==> src/rtl/prio_buf_pkg.sv <==
// Shared constants and types for the priority buffer controller.
package prio_buf_pkg;

  // Packet field layout: valid flag on top, 16-bit timestamp below it.
  localparam int unsigned VALID_BIT = 48;
  localparam int unsigned TS_MSB    = 47;
  localparam int unsigned TS_LSB    = 32;

  // Width of the route-info word stored alongside each packet.
  localparam int unsigned ROUTE_W = 16;

  // Flush sequencing states.
  typedef enum logic [1:0] {
    RUN,
    DRAIN,
    DONE
  } state_e;

endpackage

==> src/rtl/prio_buffer_ctrl_free_slot_finder.sv <==
// Lowest-index priority encoder: finds the first bit of vec equal to FIND_SET.
// With FIND_SET=0 it locates the lowest free slot of a valid vector; with
// FIND_SET=1 it locates the lowest asserted bit of an eligibility vector.
module free_slot_finder #(
  parameter int unsigned N        = 4,
  parameter int unsigned IDX_W    = 2,
  parameter bit          FIND_SET = 1'b0
) (
  input  logic [N-1:0]     vec,
  output logic [IDX_W-1:0] idx,
  output logic             found
);

  // Scan from the top so the lowest matching index is the one left standing.
  always_comb begin
    found = 1'b0;
    idx   = '0;
    for (int i = N - 1; i >= 0; i--) begin
      if (vec[i] == FIND_SET) begin
        found = 1'b1;
        idx   = IDX_W'(i);
      end
    end
  end

endmodule

==> src/rtl/prio_buffer_ctrl.sv <==
// Per-output-port high/low priority packet buffers feeding the switch
// allocator: slot allocation, grant release, starvation promotion and flush.
module prio_buffer_ctrl
  import prio_buf_pkg::*;
#(
  parameter int unsigned PACKET_SIZE = 49,
  parameter int unsigned BUFFER_SIZE = 4,
  parameter int unsigned AGE_W       = 8,
  parameter int unsigned AGE_LIMIT   = 64
) (
  input  logic                                    clk,
  input  logic                                    rst_n,
  input  logic [PACKET_SIZE-1:0]                  in_packet,
  input  logic [ROUTE_W-1:0]                      in_route_info,
  input  logic                                    in_high,
  output logic                                    in_ready_high,
  output logic                                    in_ready_low,
  input  logic [15:0]                             grant_pos,
  input  logic                                    grant_valid,
  input  logic                                    grant_in_high,
  output logic [BUFFER_SIZE-1:0][PACKET_SIZE-1:0] buffer_high_prior,
  output logic [BUFFER_SIZE-1:0][ROUTE_W-1:0]     buffer_high_prior_route_info,
  output logic [BUFFER_SIZE-1:0][PACKET_SIZE-1:0] buffer_low_prior,
  output logic [BUFFER_SIZE-1:0][ROUTE_W-1:0]     buffer_low_prior_route_info,
  output logic [2:0]                              high_count,
  output logic [2:0]                              low_count,
  input  logic                                    flush_req,
  output logic                                    flush_done,
  output logic                                    err_bad_grant
);

  localparam int unsigned    IDX_W   = (BUFFER_SIZE > 1) ? $clog2(BUFFER_SIZE) : 1;
  localparam logic [2:0]     CAP     = 3'(BUFFER_SIZE);
  localparam logic [AGE_W-1:0] AGE_MAX = '1;
  localparam logic [AGE_W-1:0] AGE_THR = AGE_W'(AGE_LIMIT);

  logic [BUFFER_SIZE-1:0][PACKET_SIZE-1:0] hi_q, hi_d, lo_q, lo_d;
  logic [BUFFER_SIZE-1:0][ROUTE_W-1:0]     hi_r_q, hi_r_d, lo_r_q, lo_r_d;
  logic [BUFFER_SIZE-1:0][AGE_W-1:0]       age_q, age_d;
  logic [2:0]                              high_count_q, high_count_d;
  logic [2:0]                              low_count_q, low_count_d;
  logic                                    err_q, flush_done_q;
  state_e                                  state_q;

  logic [BUFFER_SIZE-1:0] valid_hi, valid_lo, aged;
  logic [IDX_W-1:0]       free_hi_idx, free_lo_idx, aged_idx, gidx;
  logic                   free_hi_found, free_lo_found, aged_found;
  logic                   wr_hi, wr_lo, grant_in_range, gslot_valid;
  logic                   grant_hi, grant_lo, bad_grant, promo;

  // Slot validity, grant decode and promotion eligibility from registered state.
  always_comb begin
    for (int i = 0; i < BUFFER_SIZE; i++) begin
      valid_hi[i] = hi_q[i][VALID_BIT];
      valid_lo[i] = lo_q[i][VALID_BIT];
    end
    gidx           = grant_pos[IDX_W-1:0];
    grant_in_range = grant_pos < 16'(BUFFER_SIZE);
    gslot_valid    = grant_in_range && (grant_in_high ? valid_hi[gidx] : valid_lo[gidx]);
    grant_hi       = grant_valid && gslot_valid && grant_in_high;
    grant_lo       = grant_valid && gslot_valid && !grant_in_high;
    bad_grant      = grant_valid && !gslot_valid;
    // A same-cycle grant on a low slot beats its promotion.
    for (int i = 0; i < BUFFER_SIZE; i++) begin
      aged[i] = valid_lo[i] && (age_q[i] >= AGE_THR) && !(grant_lo && gidx == IDX_W'(i));
    end
  end

  // Ready is derived from registered state only; resets force it low.
  always_comb begin
    in_ready_high = rst_n && (state_q == RUN) && (high_count_q < CAP);
    in_ready_low  = rst_n && (state_q == RUN) && (low_count_q < CAP);
    wr_hi = in_packet[VALID_BIT] && in_high && in_ready_high && free_hi_found;
    wr_lo = in_packet[VALID_BIT] && !in_high && in_ready_low && free_lo_found;
    promo = aged_found && (high_count_q < CAP) && !wr_hi && free_hi_found;
  end

  // The high free-slot search serves both the write target and the promotion target.
  free_slot_finder #(.N(BUFFER_SIZE), .IDX_W(IDX_W), .FIND_SET(1'b0)) u_free_hi (
    .vec   (valid_hi),
    .idx   (free_hi_idx),
    .found (free_hi_found)
  );

  free_slot_finder #(.N(BUFFER_SIZE), .IDX_W(IDX_W), .FIND_SET(1'b0)) u_free_lo (
    .vec   (valid_lo),
    .idx   (free_lo_idx),
    .found (free_lo_found)
  );

  free_slot_finder #(.N(BUFFER_SIZE), .IDX_W(IDX_W), .FIND_SET(1'b1)) u_aged (
    .vec   (aged),
    .idx   (aged_idx),
    .found (aged_found)
  );

  // Next buffer contents, ages and counts.
  always_comb begin
    hi_d   = hi_q;
    hi_r_d = hi_r_q;
    lo_d   = lo_q;
    lo_r_d = lo_r_q;
    for (int i = 0; i < BUFFER_SIZE; i++) begin
      if (!valid_lo[i])            age_d[i] = '0;
      else if (age_q[i] == AGE_MAX) age_d[i] = age_q[i];
      else                         age_d[i] = age_q[i] + AGE_W'(1);
    end
    if (grant_hi) begin
      hi_d[gidx]   = '0;
      hi_r_d[gidx] = '0;
    end
    if (wr_hi) begin
      hi_d[free_hi_idx]   = in_packet;
      hi_r_d[free_hi_idx] = in_route_info;
    end
    if (promo) begin
      hi_d[free_hi_idx]   = lo_q[aged_idx];
      hi_r_d[free_hi_idx] = lo_r_q[aged_idx];
      lo_d[aged_idx]      = '0;
      lo_r_d[aged_idx]    = '0;
      age_d[aged_idx]     = '0;
    end
    if (grant_lo) begin
      lo_d[gidx]   = '0;
      lo_r_d[gidx] = '0;
      age_d[gidx]  = '0;
    end
    if (wr_lo) begin
      lo_d[free_lo_idx]   = in_packet;
      lo_r_d[free_lo_idx] = in_route_info;
      age_d[free_lo_idx]  = '0;
    end
    high_count_d = high_count_q + {2'b0, wr_hi} + {2'b0, promo} - {2'b0, grant_hi};
    low_count_d  = low_count_q + {2'b0, wr_lo} - {2'b0, promo} - {2'b0, grant_lo};
  end

  // Buffer, age and occupancy registers.
  always_ff @(posedge clk or negedge rst_n) begin
    if (!rst_n) begin
      hi_q         <= '0;
      hi_r_q       <= '0;
      lo_q         <= '0;
      lo_r_q       <= '0;
      age_q        <= '0;
      high_count_q <= '0;
      low_count_q  <= '0;
    end else begin
      hi_q         <= hi_d;
      hi_r_q       <= hi_r_d;
      lo_q         <= lo_d;
      lo_r_q       <= lo_r_d;
      age_q        <= age_d;
      high_count_q <= high_count_d;
      low_count_q  <= low_count_d;
    end
  end

  // Sticky bad-grant flag.
  always_ff @(posedge clk or negedge rst_n) begin
    if (!rst_n)         err_q <= 1'b0;
    else if (bad_grant) err_q <= 1'b1;
  end

  // Flush sequencer; flush_done is high exactly while in DONE.
  always_ff @(posedge clk or negedge rst_n) begin
    if (!rst_n) begin
      state_q      <= RUN;
      flush_done_q <= 1'b0;
    end else begin
      unique case (state_q)
        RUN: begin
          flush_done_q <= 1'b0;
          if (flush_req) state_q <= DRAIN;
        end
        DRAIN: begin
          if (high_count_q == 3'd0 && low_count_q == 3'd0) begin
            state_q      <= DONE;
            flush_done_q <= 1'b1;
          end
        end
        DONE: begin
          flush_done_q <= 1'b0;
          state_q      <= flush_req ? DRAIN : RUN;
        end
        default: begin
          state_q      <= RUN;
          flush_done_q <= 1'b0;
        end
      endcase
    end
  end

  assign buffer_high_prior            = hi_q;
  assign buffer_high_prior_route_info = hi_r_q;
  assign buffer_low_prior             = lo_q;
  assign buffer_low_prior_route_info  = lo_r_q;
  assign high_count                   = high_count_q;
  assign low_count                    = low_count_q;
  assign flush_done                   = flush_done_q;
  assign err_bad_grant                = err_q;

endmodule

==> config.mk <==
export PLATFORM = sky130hd
export DESIGN_NAME = prio_buffer_ctrl
export DESIGN_NICKNAME = d
export VERILOG_FILES = /design/src/rtl/prio_buf_pkg.sv /design/src/rtl/prio_buffer_ctrl_free_slot_finder.sv /design/src/rtl/prio_buffer_ctrl.sv
export SDC_FILE = /design/constraint.sdc
export NUM_CORES = 1
export LEC_CHECK = 0
export ABC_AREA = 1
export BUFFER_PORTS_ARGS = -buffer_cell sky130_fd_sc_hd__buf_2
export CELL_PAD_IN_SITES_DETAIL_PLACEMENT = 0
export CELL_PAD_IN_SITES_GLOBAL_PLACEMENT = 1
export CORE_MARGIN = 2
export CORE_UTILIZATION = 43
export DETAILED_ROUTE_END_ITERATION = 16
export GPL_ROUTABILITY_DRIVEN = 0
export PLACE_DENSITY_LB_ADDON = 0.12
export SLEW_MARGIN = 10
export SYNTH_ARGS = -nofsm -noshare
export SYNTH_HDL_FRONTEND = slang
export SYNTH_SLANG_ARGS = --single-unit
==> constraint.sdc <==
create_clock -name clk -period 8.35 [get_ports clk]
set_clock_uncertainty 0.05 [all_clocks]
set_input_delay 0.835 -clock clk [delete_from_list [all_inputs] [get_ports clk]]
set_output_delay 0.835 -clock clk [all_outputs]
set_load 0.05 [all_outputs]
== Word level (Yosys, flattened, before mapping) ==
Cells that the tools add are included.

* Add/sub/neg operators: 10
* Order comparisons: 15
* Equal/unequal tests: 11
* Multiplexer cells: 90
* Bitwise logic cells: 16
* Reductions and logical operators: 47

{| class="wikitable"
|+ Operators with widths
! cell !! count
|-
| $mux W196 || 6
|-
| $and A196 B196 Y196 || 3
|-
| $bwmux W196 || 3
|-
| $demux W49 S2 || 4
|-
| $not A196 Y196 || 2
|-
| $mux W64 || 6
|-
| $mux W49 || 5
|-
| $and A64 B64 Y64 || 3
|-
| $bwmux W64 || 3
|-
| $demux W16 S2 || 4
|-
| $not A64 Y64 || 2
|-
| $bmux W49 S2 || 1
|-
| $and A32 B32 Y32 || 3
|-
| $mux W32 || 3
|-
| $not A32 Y32 || 3
|-
| $mux W8 || 11
|-
| $mux W16 || 5
|-
| $demux W8 S2 || 3
|-
| $logic_and A1 B1 Y1 || 34
|-
| $add A8 B1 Y8 const B || 4
|-
| $bmux W16 S2 || 1
|-
| $eq A8 B8 Y1 const B || 4
|-
| $ge A8 B7 Y1 const B || 4
|-
| $mux W2 || 14
|-
| 16 further kinds || 58
|}

* Register bits after elaboration: 562
* Bits of input ports: 87
* Output and inout port bits: 530
* Word-level logic and storage cells: 214

== Longest topological paths before layout ==
Gate-level depths: netlist of the first run.

* Depth in word-level cells: 24
* Gate-level depth with buffers: 23

== By module ==
From an unflattened synthesis of the first run, not the netlist that was laid out.

* Cell total of the unflattened synthesis: 3,790
* Area total of the unflattened synthesis: 29,275.6 µm²

{| class="wikitable"
|+ Modules (own cells, without submodules)
! module !! instances !! cells each !! area an instance (µm²)
|-
| prio_buffer_ctrl || 1 || 3,764 || 29,166.7
|-
| free_slot_finder at u_free_hi ... || 2 || 9 || 36.3
|-
| free_slot_finder at u_aged || 1 || 8 || 36.3
|}

== Worst setup path after synthesis of the first run ==
OpenSTA, ideal clock, no wires.

* Path kind: input port to flip-flop
* Start point: in rst_n
* End point: reg low_count_q[2] (netlist: low_count[2])
* Arrival time: 3,299 ps
* Data required time: 8,177 ps
* Path slack: 4,878 ps
* Stages: 11
* Path through: nand2_1 nor2_1 nand2_1 nor3b_1 o21ai_4 inv_2 fa_1 inv_1 ha_1 ha_1 xnor2_1

* Cells in the longest elaborated chain, start to end: 9

{| class="wikitable"
|+ Ends and longest elaborated chain
! what !! line !! RTL
|-
| from (decl) || prio_buffer_ctrl.sv:12 || <nowiki>input logic rst_n,</nowiki>
|-
| $logic_and A1 B1 Y1 (2 in a row) || prio_buffer_ctrl.sv:71 || <nowiki>in_ready_high = rst_n && (state_q == RUN) && (high_count_q < CAP);</nowiki>
|-
| via in_ready_high || prio_buffer_ctrl.sv:16 || <nowiki>output logic in_ready_high,</nowiki>
|-
| $logic_and A1 B1 Y1 (2 in a row) || prio_buffer_ctrl.sv:73 || <nowiki>wr_hi = in_packet[VALID_BIT] && in_high && in_ready_high && free_hi_found;</nowiki>
|-
| $logic_not A1 Y1 || prio_buffer_ctrl.sv:75 || <nowiki>promo = aged_found && (high_count_q < CAP) && !wr_hi && free_hi_found;</nowiki>
|-
| $logic_and A1 B1 Y1 (2 in a row) || prio_buffer_ctrl.sv:75 ||
|-
| $sub A3 B1 Y3 (2 in a row) || prio_buffer_ctrl.sv:134 || <nowiki>low_count_d = low_count_q + {2'b0, wr_lo} - {2'b0, promo} - {2'b0, grant_lo};</nowiki>
|-
| via low_count_d[2] || prio_buffer_ctrl.sv:41 || <nowiki>logic [2:0] low_count_q, low_count_d;</nowiki>
|-
| to (signal assigned) || prio_buffer_ctrl.sv:154 || <nowiki>low_count_q <= low_count_d;</nowiki>
|-
| to (decl) || prio_buffer_ctrl.sv:41 ||
|}

The timed path passes the listed nets, and every way through them passes these cells.
A chain may end at the register's enable or synchronous reset.

==> results.py, run 1 <==
metrics = {
    "setup_path": {
        "cp-start-kind": "flop",
        "r2r-start": "buffer_low_prior[195]",
        "critPathKind": "flop to flop",
        "cp_data_required_time_ps": 8810,
        "arrival_ps": 5690,
        "startpoint": "buffer_low_prior[195]",
        "path_max_fanout": 65,
        "end_kind": "flop",
        "r2r_setup_slack_ps": 3120,
    },
    "sta": {
        "setup_viol": 0,
        "fmax_mhz": 191.1,
        "setup_tns_ps": 0,
        "whs_ps": 104.1,
        "slew_headroom": 0.1694,
        "drv_slew": 0,
        "period_minus_slack_ps": 5234,
        "tightest_slew_ps": 1246,
        "fin_crit_sh": 0.6268,
        "grt_setup_unrepaired": "false",
        "hold_violations": 0,
    },
    "clock_tree": {
        "ctsResizeCount": 0,
        "cts_hold_buf": 0,
        "cts_buffer_depth": 3,
        "clock_latency_ps": 610,
        "postCtsSetupBuffers": 0,
        "cts-root-buf": "clkbuf_16",
        "htree_levels": 3,
        "cts_tree": "yes",
        "clk_pin_slew_ps": 50,
        "cts_made_buffers": 68,
        "cts.sinks": 562,
    },
    "die": {
        "fp.dieH_um": 262.1,
        "io_pins": 617,
        "die_w_um": 262.1,
        "coreArea_sq_um": 65860,
        "die_area_sq_um": 68720,
        "floorplan.initialDensity": 0.4350,
        "fp-row-count": 94,
    },
    "synthesis": {
        "seq_area_frac_synth": 0.4908,
        "synth-warning-count": 0,
        "syn_avg_cell_area_sq_um": 7.472,
        "syn-num-nets": 3933,
        "synth_area_leaders": "dfrtp_1, nand3_1, nand2_1, inv_1, nor2_1",
        "synth_cell_types": 34,
        "synth_seq_cells": 562,
        "syn_inst": 3835,
        "syn_area_sq_um": 28650,
        "synth.top_cell.area_share": 0.4908,
        "yosysTopAreaCell": "dfrtp_1",
    },
    "finish": {
        "drive_above_1_share": 0.1827,
        "syn_to_final_growth_pct": 19.95,
        "post-route-util": 0.5218,
        "fin_cells": 5229,
        "fin_nets": 4413,
        "final_cell_mix": "nand2_1, nand3_1, buf_2, dfrtp_1, inv_1",
        "fill_cells": 6691,
        "mostFrequentLayoutCell": "nand2_1",
    },
    "detailed_routing": {
        "antenna_left": 0,
        "drt-pass1-iter-count": 8,
        "drc": 0,
        "drt_iter0_drc": 3148,
        "wl_um": 128700,
        "vias": 28880,
        "via_per_inst": 5.523,
        "wl_per_cell_um": 24.61,
    },
    "place": {
        "io_buffers": 616,
        "hpwl_um": 78930,
        "place_inst": 5109,
    },
    "run": {
        "drv_cap": 0,
    },
    "worst_hold_path": {
        "holdCritPathClass": "input pin to async pin",
    },
    "global_route": {
        "antenna_found_initial": 2,
        "grt_pass1_wl_um": 186000,
        "grt_pass1_vias": 27360,
        "grt_max_degree": 164,
        "gr-usage-all-layers": 0.3675,
        "overflow": 0,
    },
    "pwr": {
        "p_leak_uw": 0.01991,
        "powerDensity_nw_per_um2": 277.0,
        "ir_worst_vdd_mv": 0.1625,
    },
    "status": {
        "status": "finished, final reports clean",
    },
}
[cells in the mapped netlist]
cell / count
mux2i_1: 1
nor2_2: 1
o21ai_0: 206
nor3_1: 13
o21bai_1: 1
a22oi_1: 64
a31oi_1: 1
nand3_2: 3
clkinv_1: 1
nand2_2: 2
o22ai_1: 64
xnor2_1: 12
buf_2: 72
dfrtp_1: 562
fa_1: 3
inv_2: 9
nor3b_1: 2
and2_1: 1
o21ai_1: 11
a22o_1: 1
a21oi_1: 10
xor2_1: 9
clkbuf_1: 120
o21ai_4: 1
buf_4: 40
nor4_1: 4
buf_1: 12
nand3_1: 825
o211ai_1: 1
nand2_1: 875
nor2_1: 330
inv_1: 559
nand4_1: 11
ha_1: 8
[where the power goes]
part | switching, uW | internal, uW
clock | 1220 | 1780
sequential | 358 | 3110
combinational | 2390 | 666
total | 3970 | 5550
[logic make-up (layout without fill, tap and decap cells)]
group	Yosys count	in the layout	share of synthesized area
flip-flops	562	562	0.4908
multiplexers	1	1	0.0003493
buffers and inverters	813	1340	0.1149
XOR/XNOR	21	21	0.006419
AND/OR/NAND/NOR	2067	2067	0.3099
AO/OA/AOI/OAI	360	360	0.07201
other	0	3	0
adder cells (fa/ha/maj)	11	11	0.005589
[registers in the layout, summed over array words and instances (netlist names)]
signal	count
age_q	32
buffer_high_prior	196
buffer_high_prior_route_info	64
buffer_low_prior	196
buffer_low_prior_route_info	64
err_bad_grant	1
flush_done	1
high_count	3
low_count	3
state_q	2
[per-layer routing]
layer / GRT usage / part of all wire / up-vias
li1: - / - / 13180
met1: 0.4777 / 0.39 / 13960
met2: 0.5961 / 0.47 / 1445
met3: 0.08275 / 0.094 / 299
met4: 0.1464 / 0.043 / 0
met5: 0 / 0 / -
[final timing paths]
path,to,cells past startpoint
worst max-delay path,age_q[17],18
worst min register to register,flush_done,2
worst max register to register,age_q[17],18
worst min-delay path,buffer_high_prior[93],1
min in group clk,state_q[0],2
max in group asynchronous,buffer_high_prior[170],3
[per-stage QoR]
step	setup slack [ps]	total power (uW)	instance area (sq um)
6_report	3116	9520	34370
5_1_grt	2852	9919	34360
4_1_cts	3184	9536	34360
3_5_place_dp	2652	6551	32170
3_3_place_gp	2753	6529	32170
2_1_floorplan	4878	5570	28650
[critical path, stage by stage (launching register included)]
cell and delay [ps]:
dfrtp_1 490, inv_1 150, nand2_1 80, nand2_1 50
nand2_1 50, nand2_1 50, nand2_1 70, inv_1 50
nor2_2 170, nand4_1 190, nand2_1 140, nand2_1 160
nand2_4 730, nand2_4 560, buf_4 450, nand3_4 330
buf_4 720, nand3_2 350, a21oi_1 220
[area by class of cell]
class,count,area [sq um],area share
Clock inverter,17,196.4,0.005716
Tap cell,864,1081,0.03145
Sequential cell,562,14060,0.4092
Inverter,569,2141,0.06229
Antenna cell,3,7.507,0.0002184
Multi-Input combinational cell,2460,11480,0.3340
Clock buffer,100,1996,0.05807
Timing Repair Buffer,654,3403,0.09902
Note: power is estimated with default switching activity, not from simulation.
==> inputs of run 2 (changes only) <==
--- a/config.mk
+++ b/config.mk
@@ -10,7 +10,7 @@
 export CELL_PAD_IN_SITES_DETAIL_PLACEMENT = 0
 export CELL_PAD_IN_SITES_GLOBAL_PLACEMENT = 1
 export CORE_MARGIN = 2
-export CORE_UTILIZATION = 43
+export CORE_UTILIZATION = 36
 export DETAILED_ROUTE_END_ITERATION = 16
 export GPL_ROUTABILITY_DRIVEN = 0
 export PLACE_DENSITY_LB_ADDON = 0.12
==> constraint.sdc (replaced) <==
create_clock -name clk -period 4.7 [get_ports clk]
set_clock_uncertainty 0.05 [all_clocks]
set_input_delay 0.47 -clock clk [delete_from_list [all_inputs] [get_ports clk]]
set_output_delay 0.47 -clock clk [all_outputs]
set_load 0.05 [all_outputs]
==> run 2 against run 1 <==
Critical path depth shrank 5; via count grew 1.1%; design area rose by 2.5%; critical endpoint is now buffer_high_prior[25]; clock-buffer cell count is 4 higher; final cell count is 4.2% higher; combinational power increased by 74%; register-to-register slack got worse by 2400 ps; first-iteration DRC count is 18% lower; worst hold slack worse by 24 ps; largest cell class unchanged; routed wire length grew 7.7%; critical path type is now input pin to flop.
==> results.py, run 2 (synthesis results as in run 1) <==
metrics = {
    "status": {
        "status": "finished, final reports clean",
    },
    "sta": {
        "slew_headroom": 0.2158,
        "hold_violations": 0,
        "setup_viol": 0,
        "grt_setup_unrepaired": "false",
        "fmax_mhz": 243.2,
        "setup_tns_ps": 0,
        "period_minus_slack_ps": 4113,
        "tightest_slew_ps": 1176,
        "setup_ws_ps": 587.4,
        "drv_slew": 0,
        "fin_crit_sh": 0.8750,
    },
    "setup_path": {
        "crit_buf_inv": 5,
        "critPathKind": "input pin to flop",
        "end_kind": "flop",
        "path_cells": "dlygate4sd3_1 > buf_8 > nand2_1 > nor2_1 > nand2_1 > nor3b_1 > o21ai_4 > nor2_4 > buf_4 > buf_4 > nand3_1 > nand2_1 > inv_1",
        "cp_slowest_cell": "buf_4",
        "arrival_ps": 4560,
        "r2r_setup_slack_ps": 750,
        "cp_data_required_time_ps": 5150,
        "cpMostUsedCell": "nand2_1",
        "startpoint": "rst_n",
        "cp-start-kind": "input pin",
        "r2r-end": "buffer_high_prior[25]",
        "slowest_delay_ps": 710,
        "r2r-start": "buffer_high_prior[97]",
        "crit_family": "buffers and inverters",
        "r2r_cells": 12,
        "path_max_fanout": 54,
    },
    "die": {
        "fp.dieH_um": 286.1,
        "floorplan.initialDensity": 0.3633,
        "coreArea_sq_um": 78870,
        "fp-row-count": 103,
        "die_area_sq_um": 81870,
        "die_w_um": 286.1,
        "io_pins": 617,
    },
    "finish": {
        "fin_cells": 5448,
        "syn_to_final_growth_pct": 22.89,
        "final_cell_mix": "nand2_1, nand3_1, buf_2, dfrtp_1, inv_1",
        "final_area_sq_um": 35210,
        "post-route-util": 0.4465,
        "fill_cells": 8329,
        "drive_above_1_share": 0.1892,
        "mostFrequentLayoutCell": "nand2_1",
        "fin_nets": 4441,
    },
    "worst_hold_path": {
        "holdCritPathClass": "input pin to flop",
        "whs_endpoint": "state_q[0]",
        "min_path_cells": 2,
        "hp-start": "flush_req",
    },
    "detailed_routing": {
        "via_per_inst": 5.357,
        "drc": 0,
        "vias": 29190,
        "drt-pass1-iter-count": 5,
        "antenna_left": 0,
        "wl_per_cell_um": 25.44,
        "drt_iter0_drc": 2590,
        "wl_um": 138600,
    },
    "clock_tree": {
        "clk_pin_slew_ps": 60,
        "cts_buffer_depth": 3,
        "clock_latency_ps": 630,
        "cts_tree": "yes",
        "cts_made_buffers": 70,
        "cts_hold_buf": 1,
        "cts.sinks": 562,
        "postCtsSetupBuffers": 0,
        "ctsResizeCount": 0,
        "htree_levels": 3,
        "cts-root-buf": "clkbuf_16",
    },
    "global_route": {
        "grt_pass1_vias": 28550,
        "antenna_found_initial": 9,
        "grt_use_met3": 0.07130,
        "use_met1": 0.4287,
        "grt_pass1_wl_um": 201500,
        "gr-usage-all-layers": 0.3327,
        "overflow": 0,
        "grt_busiest_layer": "met2",
        "grt_use_met2": 0.5458,
        "grt_max_degree": 158,
    },
    "place": {
        "pre_cts_ws_ps": 681.1,
        "io_buffers": 616,
        "place_inst": 5320,
        "hpwl_um": 84760,
        "placed_area_sq_um": 32780,
    },
    "pwr": {
        "p_leak_uw": 0.02021,
        "powerDensity_nw_per_um2": 492.3,
        "ir_worst_vdd_mv": 0.2680,
    },
    "run": {
        "drv_cap": 0,
    },
}
run 2: changes by cell type in the layout (fill, tap and decap cells not counted):
cell,previous run,this run
buf_12,2,17
clkbuf_8,11,17
inv_2,11,9
buf_4,36,46
clkinv_2,13,12
bufinv_16,4,7
diode_2,3,5
clkinv_8,0,2
clkbuf_16,71,73
dlygate4sd3_1,0,1
clkbuf_1,18,14
clkinvlp_4,3,2
run 2: routing by layer:
metal / wire length (um) / up-vias
met1: 56200 / 14330
met2: 65590 / 1309
met5: 40 / -
li1: - / 13260
met4: 5358 / 8
met3: 11410 / 284
run 2: where the power goes:
group,total [uW],switching (uW),leakage [uW],internal [uW]
Combinational,5330,4130,0.0119,1190
Clock,5780,2290,0.00118,3490
Sequential,6230,701,0.00711,5530
run 2: final cells by class:
type | instances | area, sq um | share of cell area
antenna | 5 | 12.51 | 0.0003553
clock buffer | 104 | 2113 | 0.06002
clock inverter | 18 | 296.5 | 0.008421
inverter | 569 | 2143 | 0.06087
multi-input combinational | 2460 | 11480 | 0.3260
sequential | 562 | 14060 | 0.3994
tap | 1050 | 1314 | 0.03731
timing repair buffer | 680 | 3789 | 0.1076
run 2: worst max-delay path by stage:
stage,end,slack (ps),cells after the start
3_5_place_dp,buffer_high_prior[15],680,12
5_1_grt,buffer_high_prior[15],500,13
2_1_floorplan,low_count[2],1440,10
3_3_place_gp,buffer_high_prior_route_info[14],690,12
4_1_cts,buffer_high_prior[25],730,13
6_report,buffer_high_prior[25],590,13
run 2: per-stage QoR:
step	hold WS, ps	total power [uW]
final	80.56	17340
after global placement	397.9	11610
after global routing	67.75	18060
after floorplan	124.4	9895
after detailed placement	399.9	11630
after CTS	46.70	17420
run 2: worst register-to-register path, delay by kind of cell (launching register included):
| kind | cells | cell delay [ps] |
|---|---|---|
| compound gates | 1 | 260 |
| buf+inv | 3 | 1340 |
| flops | 1 | 450 |
| simple gates | 8 | 1750 |
